<file path="config.mk">
export PLATFORM = sky130hd
export DESIGN_NAME = uart_rx_flat
export DESIGN_NICKNAME = d
export VERILOG_FILES = /design/src/rtl/uart_rx_if.sv /design/src/rtl/uart_rx.sv /design/src/flat_wrapper.sv
export SDC_FILE = /design/constraint.sdc
export NUM_CORES = 1
export LEC_CHECK = 0
export BUFFER_PORTS_ARGS = -buffer_cell sky130_fd_sc_hd__buf_4
export CORE_MARGIN = 5
export CORE_UTILIZATION = 55
export CTS_CLUSTER_SIZE = 16
export DETAILED_ROUTE_END_ITERATION = 7
export PLACE_DENSITY = 0.74
export SYNTH_ARGS = -nofsm -noshare
export SYNTH_HDL_FRONTEND = slang
export SYNTH_SLANG_ARGS = --single-unit
</file>
<file path="constraint.sdc">
create_clock -name iClk -period 3.97 [get_ports iClk]
set_clock_uncertainty 0.2 [all_clocks]
set_input_delay 0.397 -clock iClk [delete_from_list [all_inputs] [get_ports iClk]]
set_output_delay 0.397 -clock iClk [all_outputs]
set_load 0.005 [all_outputs]
</file>
<file path="src/rtl/uart_rx_if.sv">
// uart_rx_if: serial line in, received byte and one-cycle status pulses out.
// master = receiver side, slave = consumer side (which also drives the line).
interface uart_rx_if;
  logic       iRx;
  logic [7:0] oData;
  logic       oData_Valid;
  logic       oFrame_Err;
  logic       oBreak;
  logic       oParity_Err;
  logic       oBusy;

  modport master (
    input  iRx,
    output oData, oData_Valid, oFrame_Err, oBreak, oParity_Err, oBusy
  );

  modport slave (
    output iRx,
    input  oData, oData_Valid, oFrame_Err, oBreak, oParity_Err, oBusy
  );
endinterface

</file>
<file path="src/rtl/uart_rx.sv">
// uart_rx: 8N1 UART receiver with majority-vote sampling; parity bit added when UART_RX_PARITY_EN is defined.
// Valid pulse 9*pClksPerBit+H+4 clocks after the start edge (+pClksPerBit with parity); no backpressure, capture on the pulse.
module uart_rx #(
  parameter int pClksPerBit = 868,
  parameter int pParityOdd  = 0
) (
  input  logic      iClk,
  input  logic      iRst_n,
  uart_rx_if.master bus
);
  localparam int H  = pClksPerBit / 2;
  localparam int CW = $clog2(pClksPerBit);
  localparam logic [CW-1:0] CNT_LAST = CW'(pClksPerBit - 1);
  localparam logic [CW-1:0] CNT_LO   = CW'(H - 1);
  localparam logic [CW-1:0] CNT_MID  = CW'(H);
  localparam logic [CW-1:0] CNT_DEC  = CW'(H + 1);

  generate
    if (pClksPerBit < 8 || pParityOdd < 0 || pParityOdd > 1) begin : g_bad_param
      $error("uart_rx: pClksPerBit must be >= 8 and pParityOdd 0 or 1");
    end
  endgenerate

  typedef enum logic [2:0] {
    IDLE      = 3'd0,
    START     = 3'd1,
    DATA      = 3'd2,
    PARITY    = 3'd3,
    STOP      = 3'd4,
    WAIT_HIGH = 3'd5
  } state_t;

  state_t        state_q, state_d;
  logic          rx_meta, rx_s;
  logic [CW-1:0] cnt_q;
  logic          smp_lo, smp_mid;
  logic [2:0]    idx_q;
  logic [7:0]    shift_q;
  logic [7:0]    data_q;
  logic          valid_q, ferr_q, brk_q, perr_q;
  logic          par_err_q;
  logic          bit_end, dec_tick, decision;
  logic          set_valid, set_ferr, set_brk, set_perr;

  assign bit_end  = (cnt_q == CNT_LAST);
  assign dec_tick = (cnt_q == CNT_DEC);
  assign decision = (smp_lo & smp_mid) | (smp_lo & rx_s) | (smp_mid & rx_s);

  always_ff @(posedge iClk or negedge iRst_n) begin
    if (!iRst_n) begin
      state_q <= IDLE;
    end else begin
      state_q <= state_d;
    end
  end

  always_comb begin
    state_d   = state_q;
    set_valid = 1'b0;
    set_ferr  = 1'b0;
    set_brk   = 1'b0;
    set_perr  = 1'b0;
    case (state_q)
      IDLE: begin
        if (!rx_s) state_d = START;
      end
      START: begin
        if (dec_tick && decision) state_d = IDLE;
        else if (bit_end)         state_d = DATA;
      end
      DATA: begin
        if (bit_end && idx_q == 3'd7) begin
`ifdef UART_RX_PARITY_EN
          state_d = PARITY;
`else
          state_d = STOP;
`endif
        end
      end
`ifdef UART_RX_PARITY_EN
      PARITY: begin
        if (bit_end) state_d = STOP;
      end
`endif
      STOP: begin
        if (dec_tick) begin
          // Leave at the stop-bit centre so a back-to-back start edge is caught.
          if (decision) begin
            set_valid = !par_err_q;
            set_perr  = par_err_q;
            state_d   = IDLE;
          end else begin
            set_ferr = 1'b1;
            set_brk  = (shift_q == 8'h00);
            state_d  = WAIT_HIGH;
          end
        end
      end
      WAIT_HIGH: begin
        if (rx_s) state_d = IDLE;
      end
      default: state_d = IDLE;
    endcase
  end

  always_ff @(posedge iClk or negedge iRst_n) begin
    if (!iRst_n) begin
      rx_meta <= 1'b1;
      rx_s    <= 1'b1;
      cnt_q   <= '0;
      smp_lo  <= 1'b1;
      smp_mid <= 1'b1;
      idx_q   <= '0;
      shift_q <= '0;
      data_q  <= '0;
      valid_q <= 1'b0;
      ferr_q  <= 1'b0;
      brk_q   <= 1'b0;
      perr_q  <= 1'b0;
    end else begin
      rx_meta <= bus.iRx;
      rx_s    <= rx_meta;

      if (state_q == IDLE || bit_end) cnt_q <= '0;
      else                            cnt_q <= cnt_q + 1'b1;

      if (cnt_q == CNT_LO)  smp_lo  <= rx_s;
      if (cnt_q == CNT_MID) smp_mid <= rx_s;

      if (state_q != DATA) idx_q <= '0;
      else if (bit_end)    idx_q <= idx_q + 3'd1;

      if (state_q == DATA && dec_tick) shift_q <= {decision, shift_q[7:1]};

      if (set_valid) data_q <= shift_q;
      valid_q <= set_valid;
      ferr_q  <= set_ferr;
      brk_q   <= set_brk;
      perr_q  <= set_perr;
    end
  end

`ifdef UART_RX_PARITY_EN
  localparam logic PAR_ODD = (pParityOdd != 0);

  always_ff @(posedge iClk or negedge iRst_n) begin
    if (!iRst_n) begin
      par_err_q <= 1'b0;
    end else if (state_q == IDLE) begin
      par_err_q <= 1'b0;
    end else if (state_q == PARITY && dec_tick) begin
      par_err_q <= (decision != ((^shift_q) ^ PAR_ODD));
    end
  end
`else
  assign par_err_q = 1'b0;
`endif

  assign bus.oData       = data_q;
  assign bus.oData_Valid = valid_q;
  assign bus.oFrame_Err  = ferr_q;
  assign bus.oBreak      = brk_q;
  assign bus.oParity_Err = perr_q;
  assign bus.oBusy       = (state_q != IDLE);
endmodule

</file>
<file path="src/flat_wrapper.sv">
// flat-port wrapper written by rule: the top's interface ports become plain ports
module uart_rx_flat 
#(
  parameter int pClksPerBit = 868,
  parameter int pParityOdd  = 0
)
  (iClk, iRst_n, bus_iRx, bus_oData, bus_oData_Valid, bus_oFrame_Err, bus_oBreak, bus_oParity_Err, bus_oBusy);
  uart_rx_if bus_i ();
  input  logic iClk;
  input  logic iRst_n;
  input wire logic [$bits(bus_i.iRx)-1:0] bus_iRx;
  output wire logic [$bits(bus_i.oData)-1:0] bus_oData;
  output wire logic [$bits(bus_i.oData_Valid)-1:0] bus_oData_Valid;
  output wire logic [$bits(bus_i.oFrame_Err)-1:0] bus_oFrame_Err;
  output wire logic [$bits(bus_i.oBreak)-1:0] bus_oBreak;
  output wire logic [$bits(bus_i.oParity_Err)-1:0] bus_oParity_Err;
  output wire logic [$bits(bus_i.oBusy)-1:0] bus_oBusy;
  assign bus_i.iRx = bus_iRx;
  assign bus_oData = bus_i.oData;
  assign bus_oData_Valid = bus_i.oData_Valid;
  assign bus_oFrame_Err = bus_i.oFrame_Err;
  assign bus_oBreak = bus_i.oBreak;
  assign bus_oParity_Err = bus_i.oParity_Err;
  assign bus_oBusy = bus_i.oBusy;
  uart_rx #(.pClksPerBit(pClksPerBit), .pParityOdd(pParityOdd)) u_core (.iClk(iClk), .iRst_n(iRst_n), .bus(bus_i));
endmodule
</file>
# Word level (Yosys, flattened, before mapping)

Index checks and enable logic that the tools add are counted.

Add/sub/neg operators: 2
Eq/ne operators: 15
Mux-type cells: 20
Bitwise gates (word level): 5
Reduce and logical (&&, ||, !) cells: 9

Operators by type and width:

| cell                  | number |
|---|---|
| $eq 10x9->1 const B   | 3 |
| $mux 3                | 9 |
| $pmux 3 s5            | 1 |
| $add 10x1->10 const B | 1 |
| $eq 10x10->1 const B  | 1 |
| $mux 10               | 1 |
| $eq 3x3->1 const B    | 3 |
| $mux 1                | 9 |
| $logic_not 8->1       | 1 |
| $ne 2x1->1 const B    | 3 |
| $reduce_and 5->1      | 1 |
| $add 3x1->3 const B   | 1 |
| $and 1x1->1           | 3 |
| $eq 3x1->1 const B    | 1 |
| $eq 3x2->1 const B    | 1 |
| $logic_and 1x1->1     | 3 |
| $logic_not 3->1       | 1 |
| $ne 3x1->1 const B    | 1 |
| $ne 3x2->1 const B    | 1 |
| $reduce_bool 3->1     | 1 |
| $ne 2x2->1 const B    | 1 |
| $or 1x1->1            | 2 |
| $reduce_bool 2->1     | 1 |
| $logic_or 1x1->1      | 1 |

Register bits: 39
Bits of input ports: 3
Output and inout port bits: 13
Logic and storage cells: 63

# Logic depth before layout (Yosys ltp)

Gate-level depths: netlist of the first run.

Word-level depth: 6
Depth in mapped cells: 7
Gate-level depth less buffers: 6

# Worst setup path before layout of the first run

No wires, ideal clock.

Kind: flip-flop to flip-flop
From: register u_core.cnt_q[0]
To: register u_core.data_q[0] (netlist: u_core.bus.oData[0])
Library setup time: 0.125 ns
Data arrival time: 1.709 ns
Data required time: 3.645 ns
Slack: 1.936 ns
Stages on the path, launching flop included: 8
Path buffers: 2
Period minus slack after synthesis: 2.034 ns
Cell sequence: dfrtp_1 > ha_1 > nor3b_4 > and3_1 > buf_6 > and3_4 > buf_6 > mux2_4

Word-level cells in the longest chain between the ends: 3

Ends and longest elaborated chain:

| item                   | RTL line       | RTL |
|---|---|---|
| from (decl)            | uart_rx.sv:35  | `logic [CW-1:0] cnt_q;` |
| from (signal assigned) | uart_rx.sv:125 | `else cnt_q <= cnt_q + 1'b1;` |
| $eq 10x9->1            | uart_rx.sv:46  | `assign dec_tick = (cnt_q == CNT_DEC);` |
| $mux 1                 | uart_rx.sv:86  | `if (dec_tick) begin` |
| $mux 1                 | uart_rx.sv:63  | `case (state_q)` |
| to (signal assigned)   | uart_rx.sv:135 | `if (set_valid) data_q <= shift_q;` |
| to (decl)              | uart_rx.sv:39  | `logic [7:0] data_q;` |

No other way between the ends.
A chain may end at the register's enable or synchronous reset.

# Final worst setup path of the first run

Ends and elaborated chain as after synthesis.

==> impl_metrics.py, run 1 <==
metrics = {
    "status": {
        "status": "complete, no violations",
    },
    "route": {
        "vias": 1149,
        "viasPerCell": 5.32,
        "drtIter0Drc": 62,
        "wl_per_cell_um": 13.7,
        "antenna_left": 0,
        "dr.pass1.iters": 4,
        "wirelength_um": 2960,
        "drc": 0,
    },
    "placed_design": {
        "dp_slack_ns": 1.80,
        "placed_cells": 206,
        "hpwlAfterDp_um": 2150,
        "io_buffers": 14,
        "place_congestion": 0.745,
    },
    "clocking": {
        "clockRootBuffer": "clkbuf_4",
        "cts_max_level": 2,
        "cts_tree": "built",
        "clkLatencyLatePin_ns": 0.34,
        "clk_path_buf_depth": 2,
        "clock-sinks": 39,
        "path_clk_slew_ns": 0.11,
        "numCtsBuffers": 5,
        "cts_setup_buffers": 0,
    },
    "synth": {
        "synth-edff-count": 0,
        "synth_cells": 150,
        "async_flop_share_pct": 100,
        "synth_largest_area_cell": "dfrtp_1",
        "syn_area_per_cell_um2": 12.3,
        "synth.area.top_cells": "dfrtp_1, mux2_2, mux2_4",
        "synth_compound_area_share_pct": 5.09,
        "ys.flop_type": "dfrtp_1",
        "yosys_warnings": 0,
        "synthSimpleGateAreaFrac_pct": 17.0,
        "ys_seq_area_share_pct": 53.2,
        "synth_common_cells": "dfrtp_1, nor2_1, mux2_2, mux2_4, nand2_1",
        "ys_ff_latch": 39,
        "muxShareOfSynthArea_pct": 14.3,
        "synthXorXnorAreaFrac_pct": 3.33,
        "synth_cell_types": 38,
        "syn_area_um2": 1840,
        "yosys.area.top_type_share_pct": 47.5,
        "synth_fa_ha_area_share_pct": 3.94,
        "synth_nets": 158,
        "yosysMostFrequentCell": "dfrtp_1",
        "synth_top_family_by_area": "simple AND/OR/NAND/NOR gates",
    },
    "setup_path": {
        "slowest_delay_ns": 0.43,
        "cp_data_required_time_ns": 4.01,
        "cp-start-kind": "flip-flop",
        "rr_worst_depth": 5,
        "r2r_slack_ns": 1.80,
        "slowest_stage": "dfrtp_1",
        "crit_fanout": 8,
        "arrival_ns": 2.21,
        "worstSetupEndpointType": "flip-flop",
        "r2r_start": "u_core.cnt_q[0]",
        "cp_cell_sequence": "ha_1, nor3b_4, and3_1, and3_4, mux2_4",
        "critPathKind": "reg2reg",
        "r2r-end": "u_core.bus.oData[0]",
    },
    "floorplan": {
        "start_util_pct": 56.1,
        "die_y_um": 67.9,
        "rows": 21,
        "io_pins": 16,
        "die_w_um": 67.9,
        "core_area_um2": 3280,
        "dieArea_um2": 4610,
    },
    "power": {
        "clockPowerShare_pct": 44.0,
        "p_per_area_nw_per_um2": 352,
        "ir_worst_vdd_mv": 0.194,
        "design_power_total_mw": 0.738,
        "internal_power_mw": 0.600,
        "p_seq_share_pct": 54.2,
        "power_frac_comb_pct": 1.8,
        "p_sw_share_pct": 18.7,
        "p_leak_nw": 1.02,
        "p_sw_mw": 0.138,
    },
    "timing": {
        "fmax_mhz": 460,
        "final.setup.tns_ns": 0,
        "post-route-min-period_ns": 2.17,
        "grt_setup_unrepaired": "false",
        "fin_crit_sh_pct": 54.8,
        "setup_viol": 0,
        "setup_slack_ns": 1.80,
        "maxSlewViolCount": 0,
        "hold_violations": 0,
    },
    "worst_hold_path": {
        "min_to": "u_core.rx_s",
        "hp-start": "u_core.rx_meta",
        "worst_hold_path_type": "reg2reg",
        "hold_depth": 0,
    },
    "finish": {
        "syn2layout_area_growth_pct": 13.6,
        "seq_area_um2": 981,
        "multi_input_area_um2": 810,
        "final.fill_count": 260,
        "layout.cells.non_filler": 216,
        "fin_nets": 177,
        "utilization_pct": 63.7,
        "diodes": 0,
        "drive_gt1_share_pct": 30.0,
    },
    "global_route": {
        "grt_pass1_wl_um": 5270,
        "grt_usage_pct": 15.6,
        "grt_pass1_vias": 1178,
        "grt-ovfl-total": 0,
        "antenna_found_initial": 0,
        "grt_max_degree": 40,
    },
    "run": {
        "drv_cap": 0,
    },
}
stage by stage:
step	instance area, µm²	hold slack (ns)
4_1_cts	2090	0.170
6_report	2090	0.167
3_3_place_gp	1970	0.146
2_1_floorplan	1840	-0.0986
5_1_grt	2090	0.173
3_5_place_dp	1970	0.154
worst max-delay path, delay by kind of cell (launching register included):
kind | cells | cell delay [ns]
adder cells (fa/ha/maj) | 1 | 0.22
flip-flops | 1 | 0.43
multiplexers | 1 | 0.31
AND/OR/NAND/NOR | 3 | 0.91
kinds of logic (layout without fill, tap and decap cells):
family / after synthesis / after routing
and+or+nand+nor: 55 / 55
DFF: 39 / 39
muxes: 21 / 21
AOI/OAI and AO/OA: 12 / 12
buffers and inverters: 9 / 29
xor gates and xnor gates: 7 / 7
adders and majority gates: 6 / 6
other: 1 / 1
repair_timing:
item | 4_1_cts | 5_1_grt
hold buffers | 2 | 0
resized for setup | 0 | 0
endpoints found under the hold margin | 36 | 0
layer usage:
| metal | up-vias | routed length (µm) | GRT usage [%] |
|---|---|---|---|
| li1 | 559 | - | - |
| met1 | 563 | 1360 | 19.1 |
| met2 | 20 | 1420 | 25.2 |
| met3 | 7 | 117 | 4.11 |
| met4 | 0 | 61 | 8.19 |
| met5 | - | 0 | 0 |
state kept, by name, summed over array words and instances (netlist names):
| register | flops |
|---|---|
| u_core.idx_q | 3 |
| u_core.rx_meta | 1 |
| u_core.rx_s | 1 |
| u_core.shift_q | 8 |
| u_core.smp_lo | 1 |
| u_core.smp_mid | 1 |
| u_core.cnt_q | 10 |
| u_core.bus.oData_Valid | 1 |
| u_core.bus.oBreak | 1 |
| u_core.bus.oData | 8 |
| u_core.state_q | 3 |
| u_core.bus.oFrame_Err | 1 |
power by group through the flow:
stage	clock network, mW	registers (mW)	logic [mW]
finish	0.325	0.400	0.0130
global route	0.346	0.400	0.0151
global placement	0	0.408	0.0117
CTS	0.329	0.400	0.0137
detailed placement	0	0.408	0.0121
floorplan	0	0.407	0.00323
cell usage in the layout (no fill, tap or decap), types with 2 or more instances in the layout:
cell type / Yosys / layout
inv_1: 5 / 5
bufinv_16: 0 / 2
dfrtp_1: 35 / 35
clkbuf_4: 0 / 5
mux2_2: 11 / 11
nand4_1: 2 / 2
nand3_1: 6 / 6
dlygate4sd3_1: 0 / 2
nor4_1: 2 / 2
ha_1: 5 / 5
mux2_4: 8 / 8
a21oi_1: 4 / 4
nand2b_1: 2 / 2
o21ai_0: 3 / 3
buf_4: 1 / 14
or3_1: 3 / 3
mux2i_1: 2 / 2
dfstp_2: 4 / 4
and4bb_1: 2 / 2
xor2_1: 5 / 5
nand2_1: 8 / 8
and2_1: 3 / 3
nor2_1: 17 / 17
and3_1: 3 / 3
xnor2_1: 2 / 2
final cells by class:
| cell class | count | share of cell area, % |
|---|---|---|
| clock buffers | 6 | 1.97 |
| inverters | 5 | 0.897 |
| flip-flops and latches | 39 | 46.9 |
| well taps | 46 | 2.75 |
| repair buffers | 16 | 5.98 |
| clock inverters | 2 | 2.87 |
| multi-input cells | 102 | 38.7 |
worst max-delay path by stage:
stage | endpoint | cells after the start | start
after global routing | u_core.state_q[0] | 6 | u_core.cnt_q[0]
after floorplan | u_core.bus.oData[0] | 7 | u_core.cnt_q[0]
after detailed placement | u_core.bus.oData[5] | 5 | u_core.cnt_q[0]
after CTS | u_core.bus.oData[0] | 5 | u_core.cnt_q[0]
after global placement | u_core.bus.oData[5] | 5 | u_core.cnt_q[0]
final | u_core.bus.oData[0] | 5 | u_core.cnt_q[0]
(Power assumes the default switching activity.)
==> inputs of run 2 (changes only) <==
--- a/config.mk
+++ b/config.mk
@@ -7,7 +7,7 @@
 export LEC_CHECK = 0
 export BUFFER_PORTS_ARGS = -buffer_cell sky130_fd_sc_hd__buf_4
 export CORE_MARGIN = 5
-export CORE_UTILIZATION = 55
+export CORE_UTILIZATION = 52
 export CTS_CLUSTER_SIZE = 16
 export DETAILED_ROUTE_END_ITERATION = 7
 export PLACE_DENSITY = 0.74
==> constraint.sdc (replaced) <==
create_clock -name iClk -period 1.8 [get_ports iClk]
set_clock_uncertainty 0.2 [all_clocks]
set_input_delay 0.18 -clock iClk [delete_from_list [all_inputs] [get_ports iClk]]
set_output_delay 0.18 -clock iClk [all_outputs]
set_load 0.005 [all_outputs]
==> impl_metrics.py, run 2 (same netlist as run 1, synthesis figures left out) <==
metrics = {
    "status": {
        "status": "complete, but fails checks",
        "violations": "negative setup slack",
    },
    "route": {
        "vias": 1244,
        "dr.pass1.iters": 4,
        "drc": 0,
        "viasPerCell": 5.23,
        "wl_per_cell_um": 14.1,
        "drtIter0Drc": 33,
        "antenna_left": 0,
        "wirelength_um": 3360,
    },
    "finish": {
        "layout_commonest_cell": "dfrtp_1",
        "largest-register": "u_core.cnt_q",
        "final.fill_count": 264,
        "diodes": 0,
        "seq_area_um2": 981,
        "utilization_pct": 67.6,
        "syn2layout_area_growth_pct": 24.2,
        "drive_gt1_share_pct": 42.2,
        "layout_common_cells": "dfrtp_1, buf_4, nor2_1",
        "fin_nets": 199,
        "largest_register_ffs": 10,
        "multi_input_area_um2": 872,
    },
    "timing": {
        "whs_ns": 0.117,
        "fin_crit_sh_pct": 106,
        "post-route-min-period_ns": 1.91,
        "setup_slack_ns": -0.112,
        "hold_violations": 0,
        "grt_setup_unrepaired": "true",
        "setup_viol": 18,
        "final.setup.tns_ns": -1.08,
        "fmax_mhz": 523,
        "maxSlewViolCount": 0,
    },
    "global_route": {
        "use_met1_pct": 18.0,
        "grt_usage_pct": 14.6,
        "grt_pass1_vias": 1200,
        "grt_pass1_wl_um": 5550,
        "antenna_found_initial": 0,
        "met3_usage_pct": 5.65,
        "grt-ovfl-total": 0,
        "top_usage_layer": "met2",
        "use_met2_pct": 23.0,
        "grt_max_degree": 40,
    },
    "placed_design": {
        "io_buffers": 14,
        "place_congestion": 0.806,
        "dp_slack_ns": -0.148,
        "hpwlAfterDp_um": 2350,
    },
    "setup_path": {
        "cp-start-kind": "flip-flop",
        "crit_fanout": 8,
        "rr_worst_depth": 5,
        "r2r_slack_ns": -0.11,
        "arrival_ns": 1.95,
        "r2r-end": "u_core.bus.oData[4]",
        "r2r_start": "u_core.cnt_q[0]",
        "worstSetupEndpointType": "flip-flop",
        "critPathKind": "reg2reg",
        "cp_data_required_time_ns": 1.84,
        "worstSetupStartpoint": "u_core.cnt_q[0]",
    },
    "clocking": {
        "clock-sinks": 39,
        "path_clk_slew_ns": 0.11,
        "clk_path_buf_depth": 2,
        "clockRootBuffer": "clkbuf_4",
        "numCtsBuffers": 5,
        "cts_max_level": 2,
        "cts_tree": "built",
        "clkLatencyLatePin_ns": 0.35,
    },
    "worst_hold_path": {
        "worst_hold_path_type": "in2async",
    },
    "floorplan": {
        "die_y_um": 69.5,
        "core_area_um2": 3390,
        "rows": 21,
        "die_w_um": 69.5,
        "io_pins": 16,
        "dieArea_um2": 4840,
        "start_util_pct": 54.4,
    },
    "power": {
        "p_per_area_nw_per_um2": 588,
        "p_leak_nw": 1.12,
        "ir_worst_vdd_mv": 0.477,
    },
    "run": {
        "drv_cap": 0,
    },
}
## run 2: cell types whose count changed in the layout (fill, tap and decap cells not counted), moves of 2 or more
cell / previous run / this run
nor2_1: 17 / 15
bufinv_16: 2 / 0
nand3_2: 0 / 2
buf_4: 14 / 34
nand3_1: 6 / 4
## run 2: cell type report
type | instances | share of cell area, %
inverter | 5 | 0.820
clock buffer | 6 | 1.80
timing repair buffer | 38 | 13.4
sequential | 39 | 42.8
tap | 46 | 2.51
clock inverter | 2 | 0.546
multi-input combinational | 102 | 38.1
## run 2: how the worst max path moves through the flow
stage	to	slack [ns]	cells after the start
after floorplan	u_core.bus.oData[0]	-0.22	7
after global placement	u_core.shift_q[4]	-0.11	6
after detailed placement	u_core.shift_q[7]	-0.15	6
after CTS	u_core.state_q[2]	-0.10	7
after global routing	u_core.bus.oData[5]	-0.16	5
final	u_core.bus.oData[4]	-0.11	5
## run 2: timing repair
action	CTS	global route
hold buffers	2	0
setup endpoints to repair	19	23
pin swaps	2	6
resized for setup	6	7
setup buffers	2	1
hold endpoints to repair	40	0
## run 2: where the power goes
| group | switching [mW] | internal, mW |
|---|---|---|
| sequential | 0.00104 | 0.880 |
| clock | 0.279 | 0.151 |
| combinational | 0.0219 | 0.0134 |
| total | 0.302 | 1.04 |
## run 2: critical path, cell delays in order, from the launching register on
cell and delay, ns:
dfrtp_1 0.38, ha_2 0.18, nor3b_4 0.19, and3_4 0.24
and3_4 0.30, mux2_4 0.32
## run 2: through the flow
step	instance area (µm²)	total power, mW	instances
floorplan	1850	0.906	150
global placement	2130	0.927	225
detailed placement	2130	0.929	225
CTS	2250	1.37	237
global route	2290	1.41	238
finish	2290	1.35	238
## run 2: metal layers
metal / wire length, µm / part of all wire, % / vias up
met5: 0 / 0 / -
met4: 55 / 1.6 / 0
met3: 132 / 3.9 / 6
met2: 1630 / 49 / 14
met1: 1540 / 46 / 624
li1: - / - / 600
